===== src/rtl/pe_block_4x4_ctrl.sv =====
// Tile sequencer for a 4x4 broadcast MAC block: clear, stream K operand beats, drain, hand off result.
// Optional PE_CTRL_PERF_CNT_EN adds saturating stall/tile counters.
module pe_block_4x4_ctrl #(
   parameter int InDataWidth  = 8,
   parameter int OutDataWidth = 32,
   parameter int KWidth       = 16,
   parameter int MacLatency   = 1
) (
   input  logic                        clk_i,
   input  logic                        rst_i,
   input  logic                        start_i,
   input  logic [KWidth-1:0]           k_len_i,
   output logic                        busy_o,
   output logic                        done_o,
   input  logic                        op_valid_i,
   output logic                        op_ready_o,
   input  logic [4*InDataWidth-1:0]    op_a_i,
   input  logic [4*InDataWidth-1:0]    op_b_i,
   output logic [4*InDataWidth-1:0]    pe_a_o,
   output logic [4*InDataWidth-1:0]    pe_b_o,
   output logic                        pe_a_valid_o,
   output logic                        pe_b_valid_o,
   output logic                        pe_acc_clr_o,
   output logic                        pe_init_save_o,
   input  logic [16*OutDataWidth-1:0]  pe_c_i,
   output logic                        res_valid_o,
   input  logic                        res_ready_i,
   output logic [16*OutDataWidth-1:0]  res_c_o
`ifdef PE_CTRL_PERF_CNT_EN
   ,
   output logic [31:0]                 stall_cnt_o,
   output logic [31:0]                 tile_cnt_o
`endif
);

   localparam int DrainW = $clog2(MacLatency + 2);
   localparam logic [DrainW-1:0] DrainLast = DrainW'(MacLatency);
   localparam logic [DrainW-1:0] DrainPenult = DrainW'(MacLatency - 1);

   typedef enum logic [2:0] {
      S_IDLE, S_CLEAR, S_STREAM, S_DRAIN, S_DONE
   } state_e;

   state_e                       state_q;
   logic [KWidth-1:0]            k_len_q;
   logic [KWidth-1:0]            beat_cnt_q;
   logic [DrainW-1:0]            drain_cnt_q;
   logic [4*InDataWidth-1:0]     pe_a_q;
   logic [4*InDataWidth-1:0]     pe_b_q;
   logic                         pe_vld_q;
   logic                         clr_q;
   logic                         save_q;
   logic                         busy_q;
   logic                         res_valid_q;
   logic [16*OutDataWidth-1:0]   res_c_q;
   logic                         accept;

   // Ready falls as soon as the count reaches k_len, so no extra beat slips in.
   assign op_ready_o     = (state_q == S_STREAM) && (beat_cnt_q != k_len_q);
   assign accept         = op_valid_i & op_ready_o;
   assign done_o         = res_valid_q & res_ready_i;
   assign busy_o         = busy_q;
   assign pe_a_o         = pe_a_q;
   assign pe_b_o         = pe_b_q;
   assign pe_a_valid_o   = pe_vld_q;
   assign pe_b_valid_o   = pe_vld_q;
   assign pe_acc_clr_o   = clr_q;
   assign pe_init_save_o = save_q;
   assign res_valid_o    = res_valid_q;
   assign res_c_o        = res_c_q;

   always_ff @(posedge clk_i) begin
      if (rst_i) begin
         state_q     <= S_IDLE;
         k_len_q     <= '0;
         beat_cnt_q  <= '0;
         drain_cnt_q <= '0;
         pe_a_q      <= '0;
         pe_b_q      <= '0;
         pe_vld_q    <= 1'b0;
         clr_q       <= 1'b0;
         save_q      <= 1'b0;
         busy_q      <= 1'b0;
         res_valid_q <= 1'b0;
         res_c_q     <= '0;
      end else begin
         pe_vld_q <= accept;
         if (accept) begin
            pe_a_q <= op_a_i;
            pe_b_q <= op_b_i;
         end
         clr_q  <= 1'b0;
         save_q <= 1'b0;
         case (state_q)
            S_IDLE: begin
               if (start_i) begin
                  k_len_q     <= k_len_i;
                  beat_cnt_q  <= '0;
                  drain_cnt_q <= '0;
                  clr_q       <= 1'b1;
                  busy_q      <= 1'b1;
                  state_q     <= S_CLEAR;
               end
            end
            S_CLEAR: begin
               state_q <= (k_len_q == '0) ? S_DRAIN : S_STREAM;
            end
            S_STREAM: begin
               if (accept) begin
                  beat_cnt_q <= beat_cnt_q + KWidth'(1);
                  if (beat_cnt_q + KWidth'(1) == k_len_q) begin
                     state_q <= S_DRAIN;
                  end
               end
            end
            S_DRAIN: begin
               // One cycle for the operand register plus MacLatency for the MACs.
               drain_cnt_q <= drain_cnt_q + DrainW'(1);
               if (drain_cnt_q == DrainPenult) begin
                  save_q <= 1'b1;
               end
               if (drain_cnt_q == DrainLast) begin
                  res_c_q     <= pe_c_i;
                  res_valid_q <= 1'b1;
                  state_q     <= S_DONE;
               end
            end
            S_DONE: begin
               if (res_ready_i) begin
                  res_valid_q <= 1'b0;
                  busy_q      <= 1'b0;
                  state_q     <= S_IDLE;
               end
            end
            default: begin
               state_q <= S_IDLE;
            end
         endcase
      end
   end

`ifdef PE_CTRL_PERF_CNT_EN
   logic [31:0] stall_cnt_q;
   logic [31:0] tile_cnt_q;

   assign stall_cnt_o = stall_cnt_q;
   assign tile_cnt_o  = tile_cnt_q;

   always_ff @(posedge clk_i) begin
      if (rst_i) begin
         stall_cnt_q <= '0;
         tile_cnt_q  <= '0;
      end else begin
         if ((state_q == S_STREAM) && !op_valid_i && (stall_cnt_q != '1)) begin
            stall_cnt_q <= stall_cnt_q + 32'd1;
         end
         if (done_o && (tile_cnt_q != '1)) begin
            tile_cnt_q <= tile_cnt_q + 32'd1;
         end
      end
   end
`endif

endmodule


===== config.mk =====
export PLATFORM = sky130hd
export DESIGN_NAME = pe_block_4x4_ctrl
export DESIGN_NICKNAME = d
export VERILOG_FILES = /design/src/rtl/pe_block_4x4_ctrl.sv
export SDC_FILE = /design/constraint.sdc
export NUM_CORES = 1
export LEC_CHECK = 0
export CELL_PAD_IN_SITES_DETAIL_PLACEMENT = 1
export CELL_PAD_IN_SITES_GLOBAL_PLACEMENT = 1
export CORE_AREA = 5 5 454 456
export CTS_CLUSTER_SIZE = 40
export DETAILED_ROUTE_END_ITERATION = 7
export DIE_AREA = 0 0 459 461
export HOLD_SLACK_MARGIN = 0.05
export PLACE_DENSITY = 0.46
export SETUP_SLACK_MARGIN = 0.5
export SLEW_MARGIN = 0
export SYNTH_ARGS = -nofsm -noshare
export SYNTH_HDL_FRONTEND = slang
export SYNTH_SLANG_ARGS = --single-unit

===== constraint.sdc =====
create_clock -name clk_i -period 1.87 [get_ports clk_i]
set_input_delay 0.2805 -clock clk_i [delete_from_list [all_inputs] [get_ports clk_i]]
set_output_delay 0.2805 -clock clk_i [all_outputs]
set_load 0.01 [all_outputs]

==> impl_results.md <==
* Status: finished with violations
* Failing checks: setup timing
* Die W at 459 um
* Netlist cell types at 49
* Wirelength per Cell at between 20 and 25 um
* Share of cells above drive strength 1 at 0.451
* Yosys warns at 0
* Total GRT Usage at 0.153
* Vias in the first global route at 28156
* Ys flop type: dfxtp_1
* Starting density of the core at 0.111
* DR vias/cell at 3.69
* Area growth syn-to-layout at 128%
* Top-count cell post-synth: nand2_1
* Slew @ Worst Pin at 476 ps
* Synth async-reset ratio at 0
* Util after Layout at 0.252
* Final setup fails at 83
* Relative slew slack at 0.683
* Syn Nets at roughly 3400
* Core Region at 201000 um2
* Antenna Nets Post-Route at 0
* GR Overflow Total at 0
* Final period utilization at 1.29
* Sink Count at 618
* Full die area at 212000 um2
* Row count at 165
* Area of the mapped netlist at 22300 um2
* Worst min path class: primary input to flop
* Max-Cap Viols at 0
* RSZ-0062 raised after global routing: true
* IR drop worst, VDD at 650 uV
* First-pass GRT wire length at 230000 um
* Largest area contributor in the netlist: dfxtp_1
* Top post-synthesis cells by area: dfxtp_1 (56%), nand2_1 (20%), a21oi_1 (13%), clkbuf_1 (2.2%), a21oi_2 (2.0%)
* Initial DRC Count at between 1000 and 1500
* Crit. End Element: output pin
* Most frequent cells after synthesis: nand2_1 (1158), dfxtp_1 (618), a21oi_1 (560)
* CP Class: flop to output pin
* Nets at ~5000
* Initial antenna violation count at 49
* Final worst setup slack at -542 ps
* WP data required at 1590 ps
* Via count at approximately 27000
* Detailed Routing Iterations Pass 1 at 4
* CP startpoint kind: flop
* Final GP Congestion at approximately 0.86
* Final Hold Viols at 0
* DPL Wire Length at 131000 um
* Sequential share of the synthesized area at 0.556
* Cell chosen for the clock root: clkbuf_16
* Clk buf depth at 3
* Detailed Route WL at 178000 um
* Seq cells post-synth at 618
* # IOs at 1181
* Crit path time final at 2410 ps
* CP max FO at 2
* Filler Cell Count at about 23000
* Pre-CTS WS at -458 ps
* Clock Skew at 56.6 ps
* Achievable frequency at 415 MHz
* Largest net degree at the start of global routing at 66
* Post-synth EDFFs at 0
* Syn avg cell area at roughly 8 um2
* PortBufs at 1180
* Synth top area share at 0.556
* P_leak at about 19 nW
* Post-Synthesis Cells at ~2800
* TritonCTS clock tree: built
* Clk slew on worst S/H paths at 60 ps
* PD cells at 715 nW/um2
* Crit path DAT at 2130 ps
* H-Tree Depth at 3
* DRC at 0
* Count of pins over their slew limit at 0
* Die Ht at 461 um
* CTS buffer count at 89
* Worst-skew pair later-pin latency at 710 ps
==> placed cells by master (no fill, tap or decap), types with 8 or more instances in the layout <==
cell,synthesis,layout
diode_2,0,14
nor2_1,36,34
a21oi_1,560,423
nand2_4,0,95
dfxtp_4,0,43
nand3_1,11,8
xnor2_1,16,13
dfxtp_1,618,61
a21oi_2,50,187
clkbuf_16,0,122
clkbuf_1,131,18
xor2_1,15,13
buf_12,5,69
nand2_2,51,89
buf_8,0,18
buf_4,2,219
clkdlybuf4s50_1,0,594
clkinv_2,0,14
dlygate4sd3_1,0,277
buf_16,0,47
clkbuf_8,0,23
buf_6,3,573
nand2_1,1158,1023
dfxtp_2,0,514
==> registers in the layout, summed over array words and instances (netlist names) <==
signal / cells
pe_a_o: 32
drain_cnt_q: 2
beat_cnt_q: 16
pe_a_valid_o: 1
pe_init_save_o: 1
state_q: 3
pe_acc_clr_o: 1
busy_o: 1
pe_b_o: 32
res_c_o: 512
k_len_q: 16
res_valid_o: 1
==> logic make-up after synthesis <==
| family | count (synthesis) | synth area share |
|---|---|---|
| and+or+nand+nor | 1300 | 0.232 |
| AOI/OAI and AO/OA | 629 | 0.152 |
| DFF | 618 | 0.556 |
| buffers and inverters | 213 | 0.0446 |
| xor gates and xnor gates | 34 | 0.0144 |
| adders and majority gates | 3 | 0.00169 |
==> worst paths after layout <==
path / depth (start not counted) / startpoint / to / slack, ps
max: 6 / beat_cnt_q[2] / op_ready_o / -540
min: 3 / pe_c_i[418] / res_c_o[418] / 120
max reg2reg: 13 / beat_cnt_q[2] / beat_cnt_q[11] / -450
min reg2reg: 2 / res_c_o[360] / res_c_o[360] / 460
==> where the power goes <==
| part | internal, mW | leakage [nW] | switching [mW] |
|---|---|---|---|
| Sequential | 13.4 | 5.28 | 0.248 |
| Clock | 9.86 | 1.45 | 7.26 |
| Combinational | 3.18 | 12.5 | 2.29 |
| Total | 26.5 | 19.2 | 9.80 |
==> area by class of cell <==
class                           count  area, um2  area share
Sequential cell                   618      13200       0.260
Clock buffer                      131       2640      0.0520
Timing Repair Buffer             1837      20800       0.410
Tap cell                         2672       3340      0.0659
Inverter                            5       18.8    0.000370
Multi-Input combinational cell   1966      10400       0.205
Clock inverter                     30        302     0.00595
Antenna cell                       14       35.0    0.000691
==> routing by layer <==
layer  global-route usage  share of wire  routed length, um  vias to the layer above
met2                0.257           0.47              83700                      983
met5                    0        0.00095                170                        -
met1                0.183           0.42              74900                    13087
met3               0.0560          0.081              14500                      203
li1                     -              -                  -                    12551
met4               0.0454          0.029               5150                       26
==> worst max-delay path, stage by stage, from the launching register on <==
cell     delay [ps]
dfxtp_2         330
xnor2_2         150
buf_4           140
nand4_1         110
or3_4           390
o21a_1          200
buf_6           120
==> metrics by stage <==
stage               cells  area (um2)  total power, mW  hold WS (ps)  TNS, ps
finish               7273       50700             36.3           119   -30300
global route         7262       50700             37.9          90.4   -36130
detailed placement   6634       38600             18.1           447   -15440
floorplan            2797       22700             15.3           416        0
global placement     6634       38600             18.1           441   -13450
CTS                  7187       48000             36.8          50.1   -34480
==> what timing repair did <==
action,in CTS,in global routing
pin swaps,49,153
endpoints found under the setup margin,1195,1198
hold endpoints to repair,285,0
resized for setup,3824,371
gates cloned,34,39
setup buffers,81,33
hold buffers,277,0
Power figures use the tool's default switching activity.
